**src/rtl/riscv_prefetch_obi_buffer.sv**
```systemverilog
// Instruction prefetch buffer: OBI-style fetch port towards instruction memory,
// small in-order FIFO, valid/ready delivery to the IF stage, branch redirect
// with discard of stale responses, and sticky PMP fetch fault reporting.
module riscv_prefetch_obi_buffer #(
  parameter int unsigned DEPTH           = 4,
  parameter int unsigned MAX_OUTSTANDING = 2
) (
  input  logic        clk,
  input  logic        rst_n,
  input  logic        req_i,
  input  logic        branch_i,
  input  logic [31:0] addr_i,
  input  logic        ready_i,
  output logic        valid_o,
  output logic [31:0] rdata_o,
  output logic [31:0] addr_o,
  output logic        instr_req_o,
  output logic [31:0] instr_addr_o,
  input  logic        instr_gnt_i,
  input  logic        instr_rvalid_i,
  input  logic [31:0] instr_rdata_i,
  input  logic        instr_err_pmp_i,
  output logic        fetch_failed_o,
  output logic        busy_o
);

  localparam int unsigned PTR_W = $clog2(DEPTH);
  localparam int unsigned CNT_W = $clog2(DEPTH + 1);
  localparam int unsigned SUM_W = CNT_W + 1;
  localparam int unsigned OUT_W = $clog2(MAX_OUTSTANDING + 1);

  typedef enum logic [1:0] {
    S_IDLE  = 2'd0,
    S_FETCH = 2'd1,
    S_HOLD  = 2'd2
  } state_e;

  state_e             r_state;
  logic [31:0]        r_fetch_addr;
  logic [31:0]        r_hold_addr;
  logic [31:0]        r_rsp_addr;
  logic [OUT_W-1:0]   r_out_cnt;
  logic [OUT_W-1:0]   r_discard_cnt;
  logic [CNT_W-1:0]   r_fifo_cnt;
  logic [PTR_W-1:0]   r_rptr;
  logic [PTR_W-1:0]   r_wptr;
  logic               r_first;
  logic               r_fault;
  logic               r_stale;
  logic [31:0]        r_mem_data [DEPTH];
  logic [31:0]        r_mem_addr [DEPTH];

  logic               w_held;
  logic [31:0]        w_tgt_addr;
  logic [CNT_W-1:0]   w_fifo_eff;
  logic               w_credit_ok;
  logic               w_new_req;
  logic               w_gnt;
  logic               w_stale_gnt;
  logic               w_stale_ok;
  logic               w_fresh_ok;
  logic               w_fresh_err;
  logic               w_out_inc;
  logic               w_rvalid;
  logic               w_drop;
  logic               w_push;
  logic               w_pop;
  logic [31:0]        w_push_addr;

  // Request generation: a held request always stays up; a new one needs credit.
  // In the branch cycle the FIFO is about to be flushed, so it does not count.
  assign w_held      = (r_state == S_HOLD);
  assign w_tgt_addr  = {addr_i[31:2], 2'b00};
  assign w_fifo_eff  = branch_i ? '0 : r_fifo_cnt;
  assign w_credit_ok = (r_out_cnt < OUT_W'(MAX_OUTSTANDING)) &&
                       ((SUM_W'(w_fifo_eff) + SUM_W'(r_out_cnt)) < SUM_W'(DEPTH));
  assign w_new_req   = req_i && w_credit_ok &&
                       (branch_i || ((r_state == S_FETCH) && !r_fault));
  assign instr_req_o  = w_held || w_new_req;
  assign instr_addr_o = w_held ? r_hold_addr : (branch_i ? w_tgt_addr : r_fetch_addr);

  // Grant classification: a held request granted on or after a branch is stale.
  assign w_gnt       = instr_req_o && instr_gnt_i;
  assign w_stale_gnt = w_gnt && w_held && (r_stale || branch_i);
  assign w_stale_ok  = w_stale_gnt && !instr_err_pmp_i;
  assign w_fresh_ok  = w_gnt && !w_stale_gnt && !instr_err_pmp_i;
  assign w_fresh_err = w_gnt && !w_stale_gnt && instr_err_pmp_i;
  assign w_out_inc   = w_fresh_ok || w_stale_ok;

  // Response handling: responses with nothing outstanding (e.g. after reset) are ignored.
  assign w_rvalid    = instr_rvalid_i && (r_out_cnt != '0);
  assign w_drop      = w_rvalid && (r_discard_cnt != '0);
  assign w_push      = w_rvalid && !w_drop && !branch_i;
  assign w_pop       = valid_o && ready_i;
  assign w_push_addr = r_first ? r_rsp_addr : {r_rsp_addr[31:2], 2'b00};

  assign valid_o        = (r_fifo_cnt != '0);
  assign rdata_o        = r_mem_data[r_rptr];
  assign addr_o         = r_mem_addr[r_rptr];
  assign fetch_failed_o = r_fault;
  assign busy_o         = instr_req_o || (r_out_cnt != '0);

  // Fetch FSM, transaction counters, fetch address and fault tracking.
  always_ff @(posedge clk or negedge rst_n) begin
    if (!rst_n) begin
      r_state       <= S_IDLE;
      r_fetch_addr  <= '0;
      r_hold_addr   <= '0;
      r_rsp_addr    <= '0;
      r_out_cnt     <= '0;
      r_discard_cnt <= '0;
      r_first       <= 1'b0;
      r_fault       <= 1'b0;
      r_stale       <= 1'b0;
    end else begin
      if (w_held) begin
        r_state <= instr_gnt_i ? S_FETCH : S_HOLD;
      end else if (instr_req_o && !instr_gnt_i) begin
        r_state <= S_HOLD;
      end else if (branch_i || (r_state == S_FETCH)) begin
        r_state <= S_FETCH;
      end else begin
        r_state <= S_IDLE;
      end

      if (!w_held && instr_req_o && !instr_gnt_i) begin
        r_hold_addr <= instr_addr_o;
      end
      r_stale <= w_held && !instr_gnt_i && (r_stale || branch_i);

      r_out_cnt <= r_out_cnt + OUT_W'(w_out_inc) - OUT_W'(w_rvalid);

      if (branch_i) begin
        r_discard_cnt <= r_out_cnt - OUT_W'(w_rvalid) + OUT_W'(w_stale_ok);
      end else begin
        r_discard_cnt <= r_discard_cnt - OUT_W'(w_drop) + OUT_W'(w_stale_ok);
      end

      if (branch_i) begin
        r_fetch_addr <= w_fresh_ok ? (w_tgt_addr + 32'd4) : w_tgt_addr;
      end else if (w_fresh_ok) begin
        r_fetch_addr <= r_fetch_addr + 32'd4;
      end

      if (w_fresh_err) begin
        r_fault <= 1'b1;
      end else if (branch_i) begin
        r_fault <= 1'b0;
      end

      if (branch_i) begin
        r_first    <= 1'b1;
        r_rsp_addr <= addr_i;
      end else if (w_push) begin
        r_first    <= 1'b0;
        r_rsp_addr <= r_rsp_addr + 32'd4;
      end
    end
  end

  // Word FIFO: registered storage, flushed on branch, push/pop may coincide when full.
  always_ff @(posedge clk or negedge rst_n) begin
    if (!rst_n) begin
      r_rptr     <= '0;
      r_wptr     <= '0;
      r_fifo_cnt <= '0;
      for (int i = 0; i < int'(DEPTH); i++) begin
        r_mem_data[i] <= '0;
        r_mem_addr[i] <= '0;
      end
    end else if (branch_i) begin
      r_rptr     <= '0;
      r_wptr     <= '0;
      r_fifo_cnt <= '0;
    end else begin
      if (w_push) begin
        r_mem_data[r_wptr] <= instr_rdata_i;
        r_mem_addr[r_wptr] <= w_push_addr;
        r_wptr             <= r_wptr + PTR_W'(1);
      end
      if (w_pop) begin
        r_rptr <= r_rptr + PTR_W'(1);
      end
      r_fifo_cnt <= r_fifo_cnt + CNT_W'(w_push) - CNT_W'(w_pop);
    end
  end

  // The credit rule must make a push into a full FIFO without a pop impossible.
  a_no_overflow: assert property (@(posedge clk) disable iff (!rst_n)
    !(w_push && !w_pop && (r_fifo_cnt == CNT_W'(DEPTH))));

endmodule

```
**config.mk**
```make
export PLATFORM = sky130hd
export DESIGN_NAME = riscv_prefetch_obi_buffer
export DESIGN_NICKNAME = d
export VERILOG_FILES = /design/src/rtl/riscv_prefetch_obi_buffer.sv
export SDC_FILE = /design/constraint.sdc
export NUM_CORES = 1
export LEC_CHECK = 0
export BUFFER_PORTS_ARGS = -buffer_cell sky130_fd_sc_hd__clkbuf_2
export CORE_MARGIN = 5
export CORE_UTILIZATION = 45
export DETAILED_ROUTE_END_ITERATION = 6
export REMOVE_ABC_BUFFERS = 1
export SYNTH_ARGS = -nofsm -noshare
export SYNTH_HDL_FRONTEND = slang
export SYNTH_SLANG_ARGS = --single-unit
export TNS_END_PERCENT = 5
```
**constraint.sdc**
```tcl
create_clock -name clk -period 3.9 [get_ports clk]
set_clock_uncertainty 0.15 [all_clocks]
set_input_delay 0.195 -clock clk [delete_from_list [all_inputs] [get_ports clk]]
set_output_delay 0.195 -clock clk [all_outputs]
set_load 0.005 [all_outputs]
```
==> After elaboration in Yosys (flattened, before gate mapping) <==
Index checks and enable logic that the tools add are counted.
{ "classes": {"muxes": 33, "eq_ne": 2, "n_reduce_logical": 43, "magnitude_cmp": 5, "bitwise_logic": 3, "add_sub_neg": 14} }
{ "ops": {"columns": ["cell", "count"], "rows": [
  ["2-to-1 mux 32 bit", 12],
  ["bitwise mux 128 bit", 2],
  ["binary-select mux 32 bit (select 2 bit)", 2],
  ["adder 32 x 3 -> 32 bit, second input constant", 3],
  ["demux 32 bit (select 2 bit)", 1],
  ["logical AND 1 bit", 22],
  ["2-to-1 mux 2 bit", 9],
  ["nonzero test 2 bit", 6],
  ["logical NOT 1 bit", 7],
  ["adder 2 x 1 -> 2 bit", 3],
  ["greater-or-equal comparator 3 bit, second input constant", 2],
  ["logical OR 1 bit", 6],
  ["2-to-1 mux 3 bit", 2],
  ["NOT 2 -> 3 bit", 2],
  ["subtractor 2 x 1 -> 2 bit", 3],
  ["2-to-1 mux 1 bit", 5],
  ["adder 2 x 1 -> 2 bit, second input constant", 2],
  ["adder 3 x 2 -> 4 bit", 1],
  ["less-than comparator 4 x 3 -> 1 bit, second input constant", 1],
  ["adder 3 x 1 -> 3 bit", 1],
  ["less-than comparator 3 x 1 -> 1 bit, second input constant", 1],
  ["nonzero test 3 bit", 1],
  ["subtractor 3 x 1 -> 3 bit", 1],
  ["== test 2 x 1 -> 1 bit, second input constant", 1],
  ["4 further kinds", 4]
]} }
{ "totals": {"regBits": 368, "out_inout_bits": 100, "input_bits": 72} }

==> Depth between registers and ports, before layout <==
{ "logic_depth": {"ltp_word": 16, "depth_mapped": 15} }

==> Worst setup path before layout <==
OpenSTA, ideal clock, no wires.
{ "synth_path": {"kind": "input to register", "start": "in branch_i", "end": "reg r_out_cnt[1]", "setup_slack_ns": 0.655, "cell_stages": 15, "t_arrival_ns": 2.965, "path_cell_list": "buf_2 clkbuf_1 clkbuf_1 nor2_1 ha_1 nor3b_4 nand4_4 a21oi_2 buf_2 a21oi_1 ha_1 inv_1 ha_1 xnor2_1 xnor2_1"} }
{ "synth_via": {"elab_chain_len": 16} }
{ "synth_lines": {"columns": ["item", "line_no", "source"], "rows": [
  ["from (decl)", "11", "input logic branch_i,"],
  ["2-to-1 mux 3 bit", "74", "assign w_fifo_eff = branch_i ? '0 : r_fifo_cnt;"],
  ["adder 3 x 2 -> 4 bit", "76", "((SUM_W'(w_fifo_eff) + SUM_W'(r_out_cnt)) < SUM_W'(DEPTH));"],
  ["less-than comparator 4 x 3 -> 1 bit", "76", null],
  ["logical AND 1 bit", "75", "assign w_credit_ok = (r_out_cnt < OUT_W'(MAX_OUTSTANDING)) &&"],
  ["logical AND 1 bit (2 in series)", "77", "assign w_new_req = req_i && w_credit_ok &&"],
  ["logical OR 1 bit", "79", "assign instr_req_o = w_held || w_new_req;"],
  ["logical AND 1 bit", "83", "assign w_gnt = instr_req_o && instr_gnt_i;"],
  ["logical AND 1 bit (2 in series)", "84", "assign w_stale_gnt = w_gnt && w_held && (r_stale || branch_i);"],
  ["logical NOT 1 bit", "86", "assign w_fresh_ok = w_gnt && !w_stale_gnt && !instr_err_pmp_i;"],
  ["logical AND 1 bit (2 in series)", "86", null],
  ["logical OR 1 bit (*)", "88", "assign w_out_inc = w_fresh_ok || w_stale_ok;"],
  ["adder 2 x 1 -> 2 bit (*)", "131", "r_out_cnt <= r_out_cnt + OUT_W'(w_out_inc) - OUT_W'(w_rvalid);"],
  ["subtractor 2 x 1 -> 2 bit (*)", "131", null],
  ["to (signal assigned)", "131", null],
  ["to (decl)", "42", "logic [OUT_W-1:0] r_out_cnt;"]
]} }
Every way passes the cells marked *; elsewhere a longest branch is shown, timed or not.
A chain may end at the register's enable or synchronous reset.

==> Final worst setup path <==
{ "layout_path": {"start": "in branch_i", "end": "reg r_fetch_addr[29]"} }
{ "layout_via": {"elab_chain_len": 15} }
{ "layout_lines": {"columns": ["item", "line_no", "source"], "rows": [
  ["2-to-1 mux 3 bit", "74", null],
  ["adder 3 x 2 -> 4 bit", "76", null],
  ["less-than comparator 4 x 3 -> 1 bit", "76", null],
  ["logical AND 1 bit", "75", null],
  ["logical AND 1 bit (2 in series)", "77", null],
  ["logical OR 1 bit", "79", null],
  ["logical AND 1 bit", "83", null],
  ["logical AND 1 bit (2 in series)", "84", null],
  ["logical NOT 1 bit", "86", null],
  ["logical AND 1 bit (2 in series)", "86", null],
  ["2-to-1 mux 32 bit", "140", "r_fetch_addr <= w_fresh_ok ? (w_tgt_addr + 32'd4) : w_tgt_addr;"],
  ["2-to-1 mux 32 bit", "139", "if (branch_i) begin"],
  ["to (signal assigned)", "140", null],
  ["to (signal assigned)", "142", "r_fetch_addr <= r_fetch_addr + 32'd4;"],
  ["to (decl)", "39", "logic [31:0] r_fetch_addr;"]
]} }
Parallel ways exist; a longest one is shown, timed or not.

==> summary by stage <==
GRT
The global-route wire length before repair is 72.6 mm. The layer flagged by global routing as most heavily used is met2. The overall fraction of global-route tracks in use is 20.6%. In the global route stage, met3 resource usage came out at 3.71%. For met1 alone, demand over resource in global routing was 29.3%.

In the global route stage, met2 resource usage came out at 33.0%. The number of global-route vias before repair was 12740. The pin count of the biggest net entering global routing is 90. The initial antenna violation count is 1. Global routing finished with a remaining overflow of 0.

Yosys
The number of cells produced by synthesis is 1390. Of the synthesized area, sequential elements account for 51.2%. The number of synthesized flops with an enable pin is 0.

The library cell occupying the most area in the post-synthesis netlist is dfrtp_1. The number of synthesis warnings is 0. Synthesis instantiated 68 different standard cells from the library.

By instance count, the leading cell after synthesis is dfrtp_1. By area the synthesized netlist is led by dfrtp_1 51%, mux2_2 17%, mux4_2 8.2%, nand2_1 2.6%, xnor2_1 2.4%. The async set-or-reset flop fraction in the synthesized netlist is 100%. The synthesized design contains 366 register bits. Each instance of the synthesized netlist takes up on average 12.9 um2.

The mapped netlist covers 17900 um2. The most used flip-flop cell after synthesis is dfrtp_1. Ranked by instance count, the synthesized netlist is headed by 366 x dfrtp_1, 276 x mux2_2, 122 x nand2_1. The synthesized design devotes to its leading area cell type 51.2% of total area.

Setup path
The worst setup path is captured at a register. STA puts the critical path data required time at 4.15 ns. The slowest stage of the critical path belongs to the cell dlygate4sd3_1. The end of the worst register-to-register path is r_fetch_addr[29]$_DFFE_PN0P_.

The highest cell delay on the worst timing path is 0.59 ns. The count of cells along the worst register-to-register path is 10. The path type of the worst setup path is primary input to register. The launching point of the worst reg2reg path is r_fifo_cnt[1]$_DFF_PN0_. The cell that appears most often on the critical path is dlygate4sd3_1. In this run the worst setup path terminates at r_fetch_addr[29]$_DFFE_PN0P_. Walking the worst path, the cells encountered are dlygate4sd3_1, buf_4, nor2_1, ha_1, nor3b_4, a31oi_4, a211oi_4, nand4_1, dlygate4sd3_1, xor2_1, mux2i_1.

STA puts the critical path data arrival time at 3.38 ns. The worst reg-to-reg setup slack is 0.81 ns. In this run the worst setup path begins at branch_i. The maximum net fanout on the critical path is 28. The worst setup path is launched from a primary input.

Routing
The routed layout has 11913 vias. The violation count after the first detailed-route iteration is 657. In the routed design, unresolved DRC markers number 0. Summed over all layers, the routed wires come to 44.4 mm. The detailed-routing iteration count for the pre-antenna-repair pass is 5. The count of antenna-violating nets left after detailed routing is 0. Using the TritonRoute via totals, the vias-per-cell ratio works out to 5.47. The average detailed-routed wire length per instance is 20.4 um.

STA
The share of the cycle needed by the critical path after routing is 80.2%. The number of hold-slack violations in the final timing report is 0. The setup violation total in the final timing report is 0. For the pin with the worst max-slew slack, the measured transition is 0.944 ns. After layout, the minimum clock period comes to 3.13 ns. The total negative slack for setup checks is 0 ns. Setup repair after global routing left no endpoint under its margin. The relative slew slack is 37.0%.

The count of pins over their slew limit was 0. Timing would allow up to 0.320 GHz.

Min path
The path class of the tightest hold or removal check is primary input to asynchronous set/reset pin.

Placed design
Once placement completed, the tool counted placed cells totaling 2019. The count of input and output buffers is 171. The final weighted congestion in routability-driven placement is 0.827.

Summed over all nets, the half-perimeter wirelength after detailed placement is 29.5 mm.

Pwr
Internal power comes to 9.08 mW. Summed over all cells, the static leakage comes to 9.95 nW. The part of the total power dissipated in sequential elements is 41.4%. Power spread over the standard cell area amounts to 594 nW/um2.

The switching power share of the total is 29.1%. The combinational power share is 27.6%. The part of the total power dissipated in the clock network is 31.0%.

For this design the total switching power over the nets is 3.72 mW. Across the VDD grid, the largest voltage drop is 0.000296 V.

Cells and area
In the final layout, the share of cells above drive strength 1 is 38.3%. The layout-stage area growth over the synthesis result is 20.3%. The number of non-filler instances in the completed layout is 2178. The net count of the finished layout is 1708.

Clocking
The clock-pin slew reported for the worst setup and hold paths after clock tree synthesis is 0.06 ns. No sink is reached through more buffers than the 3 on the longest clock path. Clock tree synthesis inserted a total of 42 buffers.

The CTS tree is built. The H-tree was split into 2 levels. The number of clock sinks is 366. Clock tree synthesis selected as its root buffer the cell clkbuf_16.

The clock latency on the worst-skew pair is 0.56 ns.

Status
The run finished with clean final reports.

Floorplan
After floorplanning, the core was divided into 73 placement rows. The initial core utilization is 45.3%. In this run the vertical extent of the chip is 209 um. Pin placement for this block handled 172 I/O pins. Measured along the x axis, the die boundary spans 209 um. The region available for standard cell placement spans 39500 um2.

The die footprint is 43900 um2.

Run
The tool flagged a number of max-cap violations equal to 0.
per-layer routing:
layer | share of wire [%] | up-vias | wire length, um
met2 | 47 | 236 | 21000
li1 | - | 5497 | -
met3 | 4.5 | 67 | 2000
met5 | 0 | - | 0
met4 | 2.5 | 0 | 1090
met1 | 46 | 6113 | 20300
sequential cells by signal (all words and copies together), names as in the netlist, 2 cells and up:
| name | count |
|---|---|
| r_discard_cnt | 2 |
| r_fetch_addr | 30 |
| r_fifo_cnt | 3 |
| r_hold_addr | 32 |
| r_mem_addr | 128 |
| r_mem_data | 128 |
| r_out_cnt | 2 |
| r_rptr | 2 |
| r_rsp_addr | 32 |
| r_state | 2 |
| r_wptr | 2 |
placed cells by master, fill, tap and decap left out, types with 16 or more instances in the layout:
cell type	netlist	routed
a31oi_1	28	28
and3_1	18	18
ha_1	16	16
dfrtp_1	366	364
xor2_1	35	35
mux2_2	276	276
clkbuf_16	0	45
dlygate4sd3_1	0	81
mux4_2	65	65
inv_1	20	19
xnor2_1	50	50
nand2_1	122	118
nand4_1	21	21
mux2i_1	19	19
o21ai_0	46	46
clkbuf_2	0	169
buf_4	0	16
nor2_1	70	70
nand3_1	28	28
power groups by stage:
stage	Sequential, mW	Combinational (mW)	Clock [mW]
floorplan	5.25	2.24	0
global placement	5.32	3.48	0
detailed placement	5.36	3.54	0
CTS	5.30	3.62	4.08
global route	5.42	3.92	4.24
finish	5.30	3.54	3.97
worst min path at each step:
stage / startpoint / endpoint / slack (ns) / depth (start not counted)
after floorplan: rst_n / fetch_failed_o$_DFFE_PN0P_ / -0.25 / 0
after global placement: rst_n / r_mem_data[99]$_DFFE_PN0P_ / 0.10 / 1
after detailed placement: rst_n / r_mem_data[67]$_DFFE_PN0P_ / 0.11 / 1
after CTS: rst_n / r_mem_data[67]$_DFFE_PN0P_ / 0.11 / 2
after global routing: rst_n / r_mem_data[67]$_DFFE_PN0P_ / 0.15 / 2
final: rst_n / r_mem_data[67]$_DFFE_PN0P_ / 0.06 / 2
worst max-delay path: cells and delay by family:
kind | cells | cell delay (ns)
adder cells (fa/ha/maj) | 1 | 0.22
multiplexers | 1 | 0.08
buffers and inverters | 3 | 1.43
AND/OR/NAND/NOR | 3 | 0.62
XOR/XNOR | 1 | 0.13
AO/OA/AOI/OAI | 2 | 0.68
area by class of cell:
class                      count  area (um2)
fill                        3410       18000
sequential                   366        9170
multi-input combinational    914        8300
timing repair buffer         275        1950
clock buffer                  63        1260
tap                          525         657
clock inverter                14         131
inverter                      20        75.1
antenna                        1        2.50
timing repair:
action	CTS	global route
hold buffers	81	0
hold endpoints to repair	281	0
setup buffers	0	0
gates resized for setup	0	0
endpoints found under the setup margin	0	0
cells by family (layout without fill, tap and decap cells):
family | after synthesis | in the layout | share of synthesized area, %
flops | 366 | 366 | 51.2
mux | 362 | 362 | 26.7
simple gates | 328 | 328 | 9.58
compound gates | 122 | 122 | 4.47
buf+inv | 110 | 372 | 2.69
xor+xnor | 85 | 85 | 4.16
fa+ha+maj | 17 | 17 | 1.23
other cells | 0 | 1 | 0
through the flow:
stage | worst slack, ns | hold WS [ns] | area, um2 | util (%) | total power [mW]
after floorplan | 0.295 | -0.251 | 17500 | - | 7.49
after global placement | 0.848 | 0.100 | 19300 | 48.9 | 8.80
after detailed placement | 0.826 | 0.106 | 19300 | 48.9 | 8.90
after CTS | 0.823 | 0.106 | 21500 | 54.5 | 13.0
after global routing | 0.606 | 0.147 | 21500 | 54.5 | 13.6
final | 0.773 | 0.0633 | 21500 | 54.5 | 12.8
(Power assumes the default switching activity.)
